--- config.mk ---
export PLATFORM = sky130hd
export DESIGN_NAME = gslcd_pixel_unpack
export DESIGN_NICKNAME = d
export VERILOG_FILES = /design/src/rtl/gslcd_pixel_unpack.sv
export SDC_FILE = /design/constraint.sdc
export NUM_CORES = 1
export LEC_CHECK = 0
export ABC_AREA = 0
export CAP_MARGIN = 10
export CELL_PAD_IN_SITES_DETAIL_PLACEMENT = 1
export CELL_PAD_IN_SITES_GLOBAL_PLACEMENT = 2
export CORE_MARGIN = 5
export CORE_UTILIZATION = 35
export CTS_BUF_LIST = sky130_fd_sc_hd__clkbuf_8
export DETAILED_ROUTE_END_ITERATION = 16
export GPL_TIMING_DRIVEN = 0
export PLACE_DENSITY = 0.81
export SETUP_SLACK_MARGIN = 0.05
export SLEW_MARGIN = 20
export SYNTH_ARGS = -nofsm -noshare
export SYNTH_HDL_FRONTEND = slang
export SYNTH_SLANG_ARGS = --single-unit
export TNS_END_PERCENT = 1
--- constraint.sdc ---
create_clock -name axi_aclk -period 2.97 [get_ports axi_aclk]
set_input_delay 0.4455 -clock axi_aclk [delete_from_list [all_inputs] [get_ports axi_aclk]]
set_output_delay 0.4455 -clock axi_aclk [all_outputs]
set_load 0.005 [all_outputs]
--- src/rtl/gslcd_pixel_unpack.sv ---
// Unpacks 32-bit AXI read beats of packed 24 bpp framebuffer data into one pixel per transfer.
// Optional macro GSLCD_UNPACK_RGB_SWAP_EN swaps R and B on out_data for BGR panels.
module gslcd_pixel_unpack #(
    parameter int FRAME_PIXELS = 384000,
    parameter int PCNT_WIDTH   = 19
) (
    input  logic                  axi_aclk,
    input  logic                  axi_areset,
    input  logic                  flush,
    input  logic [31:0]           in_data,
    input  logic                  in_valid,
    output logic                  in_ready,
    output logic [23:0]           out_data,
    output logic                  out_valid,
    input  logic                  out_ready,
    output logic                  out_eof,
    output logic [PCNT_WIDTH-1:0] pix_count
);

    localparam logic [PCNT_WIDTH-1:0] LAST_PIX = PCNT_WIDTH'(FRAME_PIXELS - 1);

    logic [55:0]           byte_buf;
    logic [55:0]           buf_next;
    logic [55:0]           keep_mask;
    logic [5:0]            wr_shift;
    logic [2:0]            count;
    logic [2:0]            count_next;
    logic [PCNT_WIDTH-1:0] pcnt_next;
    logic                  push;
    logic                  pop;

    // Accept only when a whole word still fits, so the buffer never exceeds 7 bytes.
    assign in_ready  = (count <= 3'd3);
    assign out_valid = (count >= 3'd3);
    assign push      = in_valid && in_ready;
    assign pop       = out_valid && out_ready;
    assign out_eof   = out_valid && (pix_count == LAST_PIX);

`ifdef GSLCD_UNPACK_RGB_SWAP_EN
    assign out_data = {byte_buf[7:0], byte_buf[15:8], byte_buf[23:16]};
`else
    assign out_data = byte_buf[23:0];
`endif

    // Pop first, then append the new word at the post-pop fill level. Bytes above the
    // fill level are kept at zero so out_data reads 0 when the buffer is empty.
    always_comb begin
        buf_next   = byte_buf;
        count_next = count;
        pcnt_next  = pix_count;
        keep_mask  = '0;
        wr_shift   = '0;
        if (pop) begin
            buf_next   = byte_buf >> 24;
            count_next = count - 3'd3;
            pcnt_next  = (pix_count == LAST_PIX) ? '0 : pix_count + 1'b1;
        end
        if (push) begin
            wr_shift   = {count_next, 3'b000};
            keep_mask  = ~(56'hFF_FFFF_FFFF_FFFF << wr_shift);
            buf_next   = (buf_next & keep_mask) | ({24'd0, in_data} << wr_shift);
            count_next = count_next + 3'd4;
        end
        if (flush) begin
            buf_next   = '0;
            count_next = '0;
            pcnt_next  = '0;
        end
    end

    always_ff @(posedge axi_aclk or posedge axi_areset) begin
        if (axi_areset) begin
            byte_buf  <= '0;
            count     <= '0;
            pix_count <= '0;
        end else begin
            byte_buf  <= buf_next;
            count     <= count_next;
            pix_count <= pcnt_next;
        end
    end

endmodule
; Yosys cells after proc, flatten, opt, wreduce, memory -nomap -nowiden
; Index checks and enable logic that the tools add are counted.
[word_totals]
register_bits = 78
in_bits = 37
word_cells = 27
[op_classes]
addsub = 3
magnitude_cmp = 2
n_eq_ne = 1
n_shift = 2
muxes = 9
bitwise = 3
n_reduce_logical = 4
[op_table]
columns = operator, n
row1 = $mux 56, 3
row2 = $mux 19, 3
row3 = $and 56x56->56, 1
row4 = $not 56->56, 1
row5 = $or 56x56->56, 1
row6 = $shl 32x6->56, 1
row7 = $shl 56x6->56 const A, 1
row8 = $add 19x1->19 const B, 1
row9 = $eq 19x19->1 const B, 1
row10 = $mux 3, 3
row11 = $add 3x3->3 const B, 1
row12 = $ge 3x2->1 const B, 1
row13 = $le 3x2->1 const B, 1
row14 = $logic_and 1x1->1, 3
row15 = $sub 3x2->3 const B, 1
row16 = $reduce_bool 2->1, 1

; Logic depth before layout (Yosys ltp)
[depth]
word_depth = 9
depth_mapped = 11
ltp_nobuf = 8

; Worst setup path before layout
; Ideal clock, no wire load.
[synth_timing]
path_kind = flip-flop to flip-flop
from = register count[1]
to = register byte_buf[51]
arrival_ps = 2285
required_ps = 2832
slack_ps = 547
path_stages_with_launch = 10
period_less_slack_ps = 2423
cell_sequence = dfrtp_1 ha_1 ha_1 buf_4 nor3_2 o32a_4 buf_6 mux2_2 a22oi_1 o22ai_1
[synth_between]
elab_chain_len = 9
word_cells_on_any_way = 14
classes_between = 1 x add/sub / 2 x order compare / 2 x shift / 4 x mux / 3 x bitwise / 2 x reduce/logical
[synth_rtl]
columns = element, line
row1 = from (decl), 26  ; logic [2:0] count;
row2 = from (signal assigned), 78  ; count <= count_next;
row3 = $ge 3x2->1, 34  ; assign out_valid = (count >= 3'd3);
row4 = $logic_and 1x1->1, 36  ; assign pop = out_valid && out_ready;
row5 = $mux 3, 53  ; if (pop) begin
row6 = $shl 56x6->56, 60  ; keep_mask = ~(56'hFF_FFFF_FFFF_FFFF << wr_shift);
row7 = $not 56->56, 60
row8 = $and 56x56->56, 61  ; buf_next = (buf_next & keep_mask) | ({24'd0, in_data} << wr_shift);
row9 = $or 56x56->56, 61
row10 = $mux 56 (*), 58  ; if (push) begin
row11 = $mux 56 (*), 64  ; if (flush) begin
row12 = net buf_next[51], 23  ; logic [55:0] buf_next;
row13 = to (signal assigned), 77  ; byte_buf <= buf_next;
row14 = to (decl), 22  ; logic [55:0] byte_buf;
; Mark *: on every way through the listed nets, which the timed path passes. The rest lies on a longest branch.
; A chain may end at the register's enable or synchronous reset.

; Worst setup path after layout
; Same ends and word-level chain as after synthesis.

==> results.md <==
* Mean post-synth cell area at 9.836 µm²
* Slew HR at 49.79%
* CTS Root Cell: clkbuf_8
* Hold WC Path Type: in -> async
* Total design power at 0.002832 W
* FF-to-FF Start: count[1]
* CTS tree: done
* Drt pass-1 iters at 4
* Final net count at 626
* Post-route setup TNS at 0 ns
* # diodes at 0
* Post-route DRC at 0
* RSZ-0062 raised after global routing: true
* Routability cong. at 0.9535
* Hold Fails Final Rpt at 0
* Final Routed Wirelength at 17180 µm
* Setup violators final at 0
* Core Rows at 43
* Post-synthesis register bit count at 78
* Synth Warn # at 0
* Max-slew violation count at 0
* Clock buffer depth at 2
* Avg WL per Cell at 22.28 µm
* Worst-Margin Slew at around 0.75 ns
* Top cell type by total area after synthesis: dfrtp_1
* VDD IR max at 0.1838 mV
* CP startpoint kind: flop
* Grt ovf at 0
* Layout cells sized above 1 at 18.27%
* Die height at around 130 µm
* Worst EP arrival at about 3.1 ns
* DR iter-0 viols at 225
* Clock buffer count from CTS at 9
* Routed Antenna Nets at 0
* R2R Setup Slk at 0.11 ns
* Post-Syn Nets at 531
* Yosys cell types at 64
* Vias in the first global route at 4683
* Most used DFF post-synth: dfrtp_1
* Placed Cells at 753
* Initial antenna violation count at 0
* Via density at 5.634
* Routed via count at 4344
* Clock sink count at 78
* Crit share post-route at 96.44%
* Htree depth at 3
* Crit Path Category: reg -> reg
* CP Data Required Time at 3.20 ns
* Pre-CTS WS at 0.07471 ns
* Final min period at 2.864 ns
* Non-Filler Instances at 771
* Mapped Area at about 4800 µm²
* Clk_lat worst skew at approximately 0.37 ns
* Layout area overhead at 27.36%
* CP endpoint kind: flop
* Total track usage at 21.26%
* Post-DP HPWL at between 10000 and 15000 µm
* R2r endpoint: byte_buf[51]
* Top-area cell type share of the netlist area at 40.41%
* Max Cap Viol at 0
* Die area at 16250 µm²
* Final Skew at 0.005911 ns
* Max Clock Freq at ~350 MHz
* First-pass GRT wire length at ~27000 µm
* Run status: complete, no violations
* Core area at 13720 µm²
* Largest net degree at the start of global routing at 56
* P per Cell Area at 460.4 nW/µm²
* Number of synthesized flops with an enable pin at 0
* Setup slack after layout at 0.1058 ns
* Synth top area cells: dfrtp_1 (40%), mux2i_1 (6.6%), nand2_1 (5.1%)
* Starting density of the core at 35.20%
* CP Max Fanout at 10
* FFs w/ async S/R, synth at 100.0%
* Post-synthesis instance total at 491
* Die Wd at approximately 130 µm
* Number of I/O pins at 83
* Seq/Total Area, Yosys at 40.41%
* Lkg Pwr at 2.653 nW
* R2R cell count at 9
* I/O Buffers at 81
* Clock transition at path regs at 0.09 ns
-- cell usage after synthesis (3+ instances only) --
library cell / count
and3_1: 10
xor2_1: 6
o2bb2ai_1: 3
buf_2: 16
nand3_1: 5
a21oi_1: 7
a32oi_1: 3
a22o_1: 8
o21ai_0: 9
dfrtp_1: 78
xnor2_1: 6
clkbuf_1: 6
o21ai_1: 5
nand4_1: 3
a222oi_1: 5
o21a_1: 9
mux2i_1: 32
nor3_2: 3
ha_1: 3
a22oi_1: 21
nor3b_1: 7
inv_1: 7
nor2_1: 30
a31oi_1: 14
buf_4: 30
o22ai_1: 24
a311oi_1: 14
nand2_1: 65
mux2_2: 11
nor2b_1: 7
-- placed cells by master (no fill, tap or decap), types with 8 or more instances in the layout --
cell type,count
a31oi_1,14
nor2_1,30
clkbuf_8,9
buf_4,32
mux2i_1,32
a22o_1,8
buf_2,16
nand2_1,64
and3_1,10
o22ai_1,24
dfrtp_1,77
clkdlybuf4s50_1,81
o21ai_0,9
a22oi_1,21
mux2_2,11
o21a_1,9
a311oi_1,14
-- final cells by class --
class,instances,area [µm²]
clock inverter,7,80.08
inverter,8,32.53
timing repair buffer,84,853.3
clock buffer,9,123.9
multi-input combinational,352,2544
buffer,53,339.1
fill,1576,7569
sequential,78,1953
tap,180,225.2
-- worst max-delay path by stage --
stage / cells after the start / from / slack (ns) / endpoint
floorplan: 1 / axi_areset / 0.53 / byte_buf[0]
global placement: 2 / axi_areset / -0.97 / byte_buf[37]
detailed placement: 9 / count[1] / 0.07 / byte_buf[39]
CTS: 9 / count[1] / 0.04 / byte_buf[39]
global route: 6 / pix_count[1] / 0.04 / out_eof
finish: 9 / count[1] / 0.11 / byte_buf[51]
-- sequential cells by signal (all words and copies together) (netlist names) --
register	cells
pix_count	19
byte_buf	56
count	3
-- layer usage --
metal	global-route usage [%]	wire [µm]
met1	28.79	7879
met2	34.62	8143
met3	3.763	914
met4	6.751	238
met5	0	0
-- through the flow --
stage / instance area, µm² / hold WS (ns) / utilization (%)
2_1_floorplan: 4830 / 0.4606 / -
3_3_place_gp: 5866 / 0.4875 / 42.75
3_5_place_dp: 5896 / 0.4951 / 42.97
4_1_cts: 6132 / 0.3993 / 44.70
5_1_grt: 6151 / 0.4432 / 44.83
6_report: 6151 / 0.4035 / 44.83
-- kinds of logic (layout without fill, tap and decap cells) --
kind of cell	count (synthesis)	after routing	share of synthesized area, %
muxes	45	45	9.948
adders and majority gates	3	3	0.7773
AOI/OAI and AO/OA	140	140	23.11
DFF	78	78	40.41
buffers and inverters	61	161	7.643
and+or+nand+nor	152	152	15.93
xor gates and xnor gates	12	12	2.176
-- repair_timing --
action	CTS	global route
hold buffers	0	0
setup buffers	2	0
pin swaps	1	1
setup endpoints to repair	3	15
gates resized for setup	3	3
-- critical path: stages, from the launching register on --
cell	delay (ns)
dfrtp_2	0.50
ha_1	0.22
ha_1	0.22
buf_4	0.19
nor3_2	0.26
o32a_4	0.28
buf_6	0.19
mux2_2	0.35
a22oi_1	0.35
o22ai_1	0.16
-- where the power goes --
part	leakage (nW)	switching, W	internal (W)
Clock	0.103	0.000464	0.000402
Combinational	1.49	0.000433	0.000361
Sequential	1.06	0.0000421	0.00113
Total	2.65	0.000939	0.00189
Power figures use the tool's default switching activity.
